===== src/rtl/lte_dl_ant_deframer_if.sv =====
// Stream bundle for the downlink antenna deframer: word input side and
// reassembled IQ / sync-status output side.
interface lte_dl_ant_deframer_if;
    // Valid-only stream with no back-pressure. A word is taken on a rising edge
    // where i_data_valid=1, and i_data, i_ant8_sel and i_fram_hd are meaningful
    // only on that edge. o_iq_valid and o_align_err are single-cycle pulses.
    logic        i_fram_hd;
    logic        i_ant8_sel;
    logic [15:0] i_data;
    logic        i_data_valid;
    logic        o_fram_hd;
    logic [2:0]  o_ant_idx;
    logic [31:0] o_iq;
    logic        o_iq_valid;
    logic        o_sync_lock;
    logic        o_align_err;
    logic [15:0] o_err_cnt;

    modport master (
        output i_fram_hd, i_ant8_sel, i_data, i_data_valid,
        input  o_fram_hd, o_ant_idx, o_iq, o_iq_valid, o_sync_lock, o_align_err, o_err_cnt
    );

    modport slave (
        input  i_fram_hd, i_ant8_sel, i_data, i_data_valid,
        output o_fram_hd, o_ant_idx, o_iq, o_iq_valid, o_sync_lock, o_align_err, o_err_cnt
    );
endinterface


===== src/rtl/lte_dl_ant_deframer.sv =====
// Deframes 16-word antenna groups (8 I words, then 8 Q words) into 32-bit IQ
// samples, with marker-based HUNT/CHECK/LOCK group synchronisation.
module lte_dl_ant_deframer #(
    parameter int LOCK_CNT   = 3,
    parameter int UNLOCK_CNT = 2
) (
    input  logic                        clk_491p52,
    input  logic                        rst_491p52,
    lte_dl_ant_deframer_if.slave        bus,
    output logic [1:0]                  dbg_state
);
    typedef enum logic [1:0] {
        HUNT  = 2'd0,
        CHECK = 2'd1,
        LOCK  = 2'd2
    } state_t;

    localparam logic [7:0] LOCK_C   = 8'(LOCK_CNT);
    localparam logic [7:0] UNLOCK_C = 8'(UNLOCK_CNT);

    state_t      state;
    logic [3:0]  wcnt;
    logic [7:0]  good_cnt;
    logic [7:0]  miss_cnt;
    logic        grp_ok;
    logic        hd_pend;
    logic        hd_grp;
    logic [15:0] ibuf [8];

    logic        acc;
    logic        sel;
    logic        at_zero;
    logic [3:0]  idx;
    logic        good_b;
    logic        miss_b;
    logic        mis_b;
    logic        emit;
    logic        emit_hd;

    // wcnt holds the index expected for the next accepted word.
    assign acc     = bus.i_data_valid;
    assign sel     = acc && bus.i_ant8_sel;
    assign at_zero = (wcnt == 4'd0);
    assign idx     = sel ? 4'd0 : wcnt;
    assign good_b  = acc && at_zero && sel;
    assign miss_b  = acc && at_zero && !sel;
    assign mis_b   = acc && !at_zero && sel;
    assign emit    = acc && idx[3] && (state == LOCK) && grp_ok;
    assign emit_hd = emit && (idx == 4'd8) && hd_grp;

    assign dbg_state = state;

    always_ff @(posedge clk_491p52) begin
        if (acc && !idx[3]) begin
            ibuf[idx[2:0]] <= bus.i_data;
        end
    end

    always_ff @(posedge clk_491p52) begin
        if (rst_491p52) begin
            state           <= HUNT;
            wcnt            <= 4'd0;
            good_cnt        <= 8'd0;
            miss_cnt        <= 8'd0;
            grp_ok          <= 1'b0;
            hd_pend         <= 1'b0;
            hd_grp          <= 1'b0;
            bus.o_fram_hd   <= 1'b0;
            bus.o_ant_idx   <= 3'd0;
            bus.o_iq        <= 32'd0;
            bus.o_iq_valid  <= 1'b0;
            bus.o_sync_lock <= 1'b0;
            bus.o_align_err <= 1'b0;
            bus.o_err_cnt   <= 16'd0;
        end else begin
            bus.o_iq_valid  <= 1'b0;
            bus.o_fram_hd   <= 1'b0;
            bus.o_align_err <= 1'b0;
            if (acc) begin
                wcnt    <= idx + 4'd1;
                hd_pend <= (hd_pend && !emit_hd) || bus.i_fram_hd;
                // A header seen up to and including word 0 belongs to this group.
                if (idx == 4'd0) begin
                    grp_ok <= sel;
                    hd_grp <= hd_pend || bus.i_fram_hd;
                end
                if (emit) begin
                    bus.o_iq_valid <= 1'b1;
                    bus.o_iq       <= {ibuf[idx[2:0]], bus.i_data};
                    bus.o_ant_idx  <= idx[2:0];
                    bus.o_fram_hd  <= emit_hd;
                end
                case (state)
                    HUNT: begin
                        if (sel) begin
                            good_cnt <= 8'd1;
                            miss_cnt <= 8'd0;
                            if (LOCK_C <= 8'd1) begin
                                state           <= LOCK;
                                bus.o_sync_lock <= 1'b1;
                            end else begin
                                state <= CHECK;
                            end
                        end
                    end
                    CHECK: begin
                        if (good_b) begin
                            good_cnt <= good_cnt + 8'd1;
                            if (good_cnt + 8'd1 >= LOCK_C) begin
                                state           <= LOCK;
                                miss_cnt        <= 8'd0;
                                bus.o_sync_lock <= 1'b1;
                            end
                        end else if (mis_b) begin
                            good_cnt <= 8'd1;
                        end else if (miss_b) begin
                            state    <= HUNT;
                            good_cnt <= 8'd0;
                        end
                    end
                    LOCK: begin
                        if (good_b) begin
                            miss_cnt <= 8'd0;
                        end else if (miss_b || mis_b) begin
                            bus.o_align_err <= 1'b1;
                            if (bus.o_err_cnt != 16'hFFFF) begin
                                bus.o_err_cnt <= bus.o_err_cnt + 16'd1;
                            end
                            if (miss_cnt + 8'd1 >= UNLOCK_C) begin
                                state           <= HUNT;
                                good_cnt        <= 8'd0;
                                miss_cnt        <= 8'd0;
                                bus.o_sync_lock <= 1'b0;
                            end else begin
                                miss_cnt <= miss_cnt + 8'd1;
                            end
                        end
                    end
                    default: begin
                        state           <= HUNT;
                        bus.o_sync_lock <= 1'b0;
                    end
                endcase
            end
        end
    end
endmodule


===== src/flat_wrapper.sv =====
// flat-port wrapper written by rule: the top's interface ports become plain ports
module lte_dl_ant_deframer_flat 
#(
    parameter int LOCK_CNT   = 3,
    parameter int UNLOCK_CNT = 2
)
  (clk_491p52, rst_491p52, dbg_state, bus_i_fram_hd, bus_i_ant8_sel, bus_i_data, bus_i_data_valid, bus_o_fram_hd, bus_o_ant_idx, bus_o_iq, bus_o_iq_valid, bus_o_sync_lock, bus_o_align_err, bus_o_err_cnt);
  lte_dl_ant_deframer_if bus_i ();
  input  logic clk_491p52;
  input  logic rst_491p52;
  output logic [1:0] dbg_state;
  input wire logic [$bits(bus_i.i_fram_hd)-1:0] bus_i_fram_hd;
  input wire logic [$bits(bus_i.i_ant8_sel)-1:0] bus_i_ant8_sel;
  input wire logic [$bits(bus_i.i_data)-1:0] bus_i_data;
  input wire logic [$bits(bus_i.i_data_valid)-1:0] bus_i_data_valid;
  output wire logic [$bits(bus_i.o_fram_hd)-1:0] bus_o_fram_hd;
  output wire logic [$bits(bus_i.o_ant_idx)-1:0] bus_o_ant_idx;
  output wire logic [$bits(bus_i.o_iq)-1:0] bus_o_iq;
  output wire logic [$bits(bus_i.o_iq_valid)-1:0] bus_o_iq_valid;
  output wire logic [$bits(bus_i.o_sync_lock)-1:0] bus_o_sync_lock;
  output wire logic [$bits(bus_i.o_align_err)-1:0] bus_o_align_err;
  output wire logic [$bits(bus_i.o_err_cnt)-1:0] bus_o_err_cnt;
  assign bus_i.i_fram_hd = bus_i_fram_hd;
  assign bus_i.i_ant8_sel = bus_i_ant8_sel;
  assign bus_i.i_data = bus_i_data;
  assign bus_i.i_data_valid = bus_i_data_valid;
  assign bus_o_fram_hd = bus_i.o_fram_hd;
  assign bus_o_ant_idx = bus_i.o_ant_idx;
  assign bus_o_iq = bus_i.o_iq;
  assign bus_o_iq_valid = bus_i.o_iq_valid;
  assign bus_o_sync_lock = bus_i.o_sync_lock;
  assign bus_o_align_err = bus_i.o_align_err;
  assign bus_o_err_cnt = bus_i.o_err_cnt;
  lte_dl_ant_deframer #(.LOCK_CNT(LOCK_CNT), .UNLOCK_CNT(UNLOCK_CNT)) u_core (.clk_491p52(clk_491p52), .rst_491p52(rst_491p52), .bus(bus_i), .dbg_state(dbg_state));
endmodule

===== config.mk =====
export PLATFORM = sky130hd
export DESIGN_NAME = lte_dl_ant_deframer_flat
export DESIGN_NICKNAME = d
export VERILOG_FILES = /design/src/rtl/lte_dl_ant_deframer_if.sv /design/src/rtl/lte_dl_ant_deframer.sv /design/src/flat_wrapper.sv
export SDC_FILE = /design/constraint.sdc
export NUM_CORES = 1
export LEC_CHECK = 0
export CELL_PAD_IN_SITES_DETAIL_PLACEMENT = 1
export CELL_PAD_IN_SITES_GLOBAL_PLACEMENT = 2
export CORE_MARGIN = 2
export CORE_UTILIZATION = 32
export DETAILED_ROUTE_END_ITERATION = 6
export PLACE_DENSITY = 0.78
export SYNTH_ARGS = -nofsm -noshare
export SYNTH_HDL_FRONTEND = slang
export SYNTH_SLANG_ARGS = --single-unit

===== constraint.sdc =====
create_clock -name clk_491p52 -period 3.2 [get_ports clk_491p52]
set_input_delay 0.64 -clock clk_491p52 [delete_from_list [all_inputs] [get_ports clk_491p52]]
set_output_delay 0.64 -clock clk_491p52 [all_outputs]
set_load 0.005 [all_outputs]

==> impl_metrics.tcl <==
set metrics [dict create \
    synth_flop_cell "edfxtp_1" \
    cts_root_buffer "clkbuf_16" \
    criticalPathCategory "in2reg" \
    status "complete, no violations" \
    firstDrtPassIters 4 \
    syn_avg_cell_area_um2 11.9 \
    period_share 0.837 \
    synth_most_common_cell "edfxtp_1" \
    finalHoldViolations 0 \
    die_h_um 168 \
    antenna_cells 0 \
    ant_nets 0 \
    cap_viol_max_count 0 \
    placed_area_um2 9870 \
    setup_tns_ns 0 \
    min_period_ns 2.68 \
    async_reset_ff_frac 0 \
    rows 59 \
    vias_per_cell 5.28 \
    yosysTopAreaCell "edfxtp_1" \
    setup_viol 0 \
    powerDensity_nw_per_um2 559 \
    clkSinkCount 208 \
    ctsResizeCount 0 \
    drc 0 \
    antenna_found_initial 0 \
    critPathTopFamily "buffers and inverters" \
    path_cells "clkdlybuf4s50_1 > a21bo_2 > clkinv_1 > and2_1 > a221o_1 > o211ai_1 > a21oi_1" \
    routed_wl_um 22800 \
    layout.nets 846 \
    grt.overflow.total 0 \
    grt.total_usage 0.162 \
    cp-end-kind "flop" \
    rsz0062_at_grt "no" \
    synth_top_area_share 0.447 \
    grt_max_degree 43 \
    cts_max_level 1 \
    critical_path_buf_inv_count 2 \
    required_ns 3.59 \
    slew_headroom 0.511 \
    routedWlPerCell_um 19.6 \
    synth_enable_flop_cells 128 \
    cts-hold-fix-buffers 0 \
    maxSlewViolCount 0 \
    synth_commonest_cells "128 x edfxtp_1, 80 x dfxtp_1, 75 x nand2_1" \
    syn_to_final_growth_pct 23.8 \
    yosys_warnings 0 \
    place_congestion 0.747 \
    syn_area_um2 8600 \
    hp-class "reg2reg" \
    dieWidth_um 168 \
    critPathSlowestCell "clkdlybuf4s50_1" \
    ir_drop_v 0.000296 \
    path_max_fanout 12 \
    ys_seq_area_frac 0.633 \
    arrival_ns 3.07 \
    fmax_ghz 0.373 \
    fin_area_um2 10600 \
    io_pins 78 \
    core_area_um2 26200 \
    leakagePower_nw 3.54 \
    cts_made_buffers 23 \
    start_util 0.328 \
    synth_nets 754 \
    clock_latency_ns 0.53 \
    grt_pass1_vias 6451 \
    synth_area_leaders "edfxtp_1 45%, dfxtp_1 19%, a21oi_1 4.0%" \
    drive_above_1_share 0.119 \
    clock_skew_ns 0.0149 \
    synth.distinct_cells 66 \
    clockBufferDepth 3 \
    io_buffers 77 \
    place_hpwl_um 14900 \
    syn_inst 722 \
    post_cts_buffers 0 \
    dieArea_um2 28200 \
    num_vias 6162 \
    slowest_delay_ns 0.77 \
    drt_iter0_markers 356 \
    cts_tree "done" \
    worst_pin_slew_ns 0.728 \
    clk_pin_slew_ns 0.06 \
    synth_seq_cells 208 \
    grt_pass1_wl_um 36400 \
    start_kind "input port" \
]
## state kept, by name, indices dropped and copies added, names as in the netlist
name / flops
u_core.miss_cnt: 8
u_core.ibuf: 128
u_core.hd_pend: 1
u_core.wcnt: 4
u_core.grp_ok: 1
u_core.bus.o_err_cnt: 16
u_core.bus.o_ant_idx: 3
u_core.bus.o_iq: 32
u_core.bus.o_fram_hd: 1
u_core.good_cnt: 8
u_core.bus.o_iq_valid: 1
u_core.bus.o_align_err: 1
u_core.dbg_state: 2
u_core.hd_grp: 1
u_core.bus.o_sync_lock: 1
## area by class of cell
class / instances / area, um^2
sequential: 208 / 5450
clock inverter: 12 / 150
clock buffer: 30 / 622
tap: 335 / 419
inverter: 26 / 97.6
timing repair buffer: 116 / 1060
multi-input combinational: 439 / 2850
fill: 2741 / 15600
## routing by layer
layer | GRT usage | wire, um | vias up
met5 | 0 | 0 | -
met4 | 0.0416 | 418 | 0
met3 | 0.0247 | 994 | 29
met2 | 0.274 | 10900 | 138
met1 | 0.217 | 10600 | 3091
li1 | - | - | 2904
## cell families (layout without fill, tap and decap cells)
logic type,Yosys count,count (layout),synth area share
adder cells (fa/ha/maj),11,11,0.0160
multiplexers,28,28,0.0338
flip-flops,208,208,0.633
AO/OA/AOI/OAI,187,187,0.152
XOR/XNOR,6,6,0.00611
AND/OR/NAND/NOR,207,207,0.122
buffers and inverters,75,184,0.0362
## tightest hold or removal path, stage by stage (launching register included)
cell and delay (ns):
dfxtp_1 0.30, nand2_1 0.05, a21oi_1 0.05
## metrics by stage
stage	setup WS [ns]	utilization	total power, W	std cells	hold slack [ns]
after detailed placement	-0.0247	0.377	0.00330	1124	0.450
after global placement	0.0554	0.377	0.00329	1124	0.438
final	0.522	0.406	0.00595	1166	0.453
after CTS	0.532	0.406	0.00602	1166	0.456
after global routing	0.378	0.406	0.00614	1166	0.473
after floorplan	0.215	-	0.00314	722	0.445
## layout by cell type (no fill, tap or decap), drive strengths merged, types with 6 or more instances in the layout
cell / instances
a31oi: 6
o31ai: 6
a221o: 11
a22oi: 6
ha: 11
nor3: 9
nand3: 15
clkdlybuf4s50: 76
o21ai: 12
edfxtp: 128
a221oi: 12
or3: 12
a211o: 6
inv: 24
mux2i: 20
and2: 10
clkbuf: 30
mux2: 8
nand2: 75
buf: 40
dfxtp: 80
o221ai: 11
clkinv: 10
o211ai: 15
or4: 9
a21oi: 69
nor2: 39
## final timing paths
| path | startpoint | end | slack (ns) | cells past startpoint |
|---|---|---|---|---|
| hold / removal | u_core.bus.o_iq[4] | u_core.bus.o_iq[4] | 0.45 | 2 |
| setup / recovery | bus_i_data_valid | u_core.bus.o_iq[22] | 0.52 | 7 |
| hold reg to reg | u_core.bus.o_iq[4] | u_core.bus.o_iq[4] | 0.45 | 2 |
| setup reg to reg | u_core.good_cnt[0] | u_core.dbg_state[1] | 0.77 | 6 |
## where the power goes
part	internal, W	leakage, nW	switching [W]
clock	0.00162	0.379	0.00109
combinational	0.000129	1.35	0.000208
sequential	0.00288	1.81	0.0000196
total	0.00463	3.54	0.00132
(Power assumes the default switching activity.)
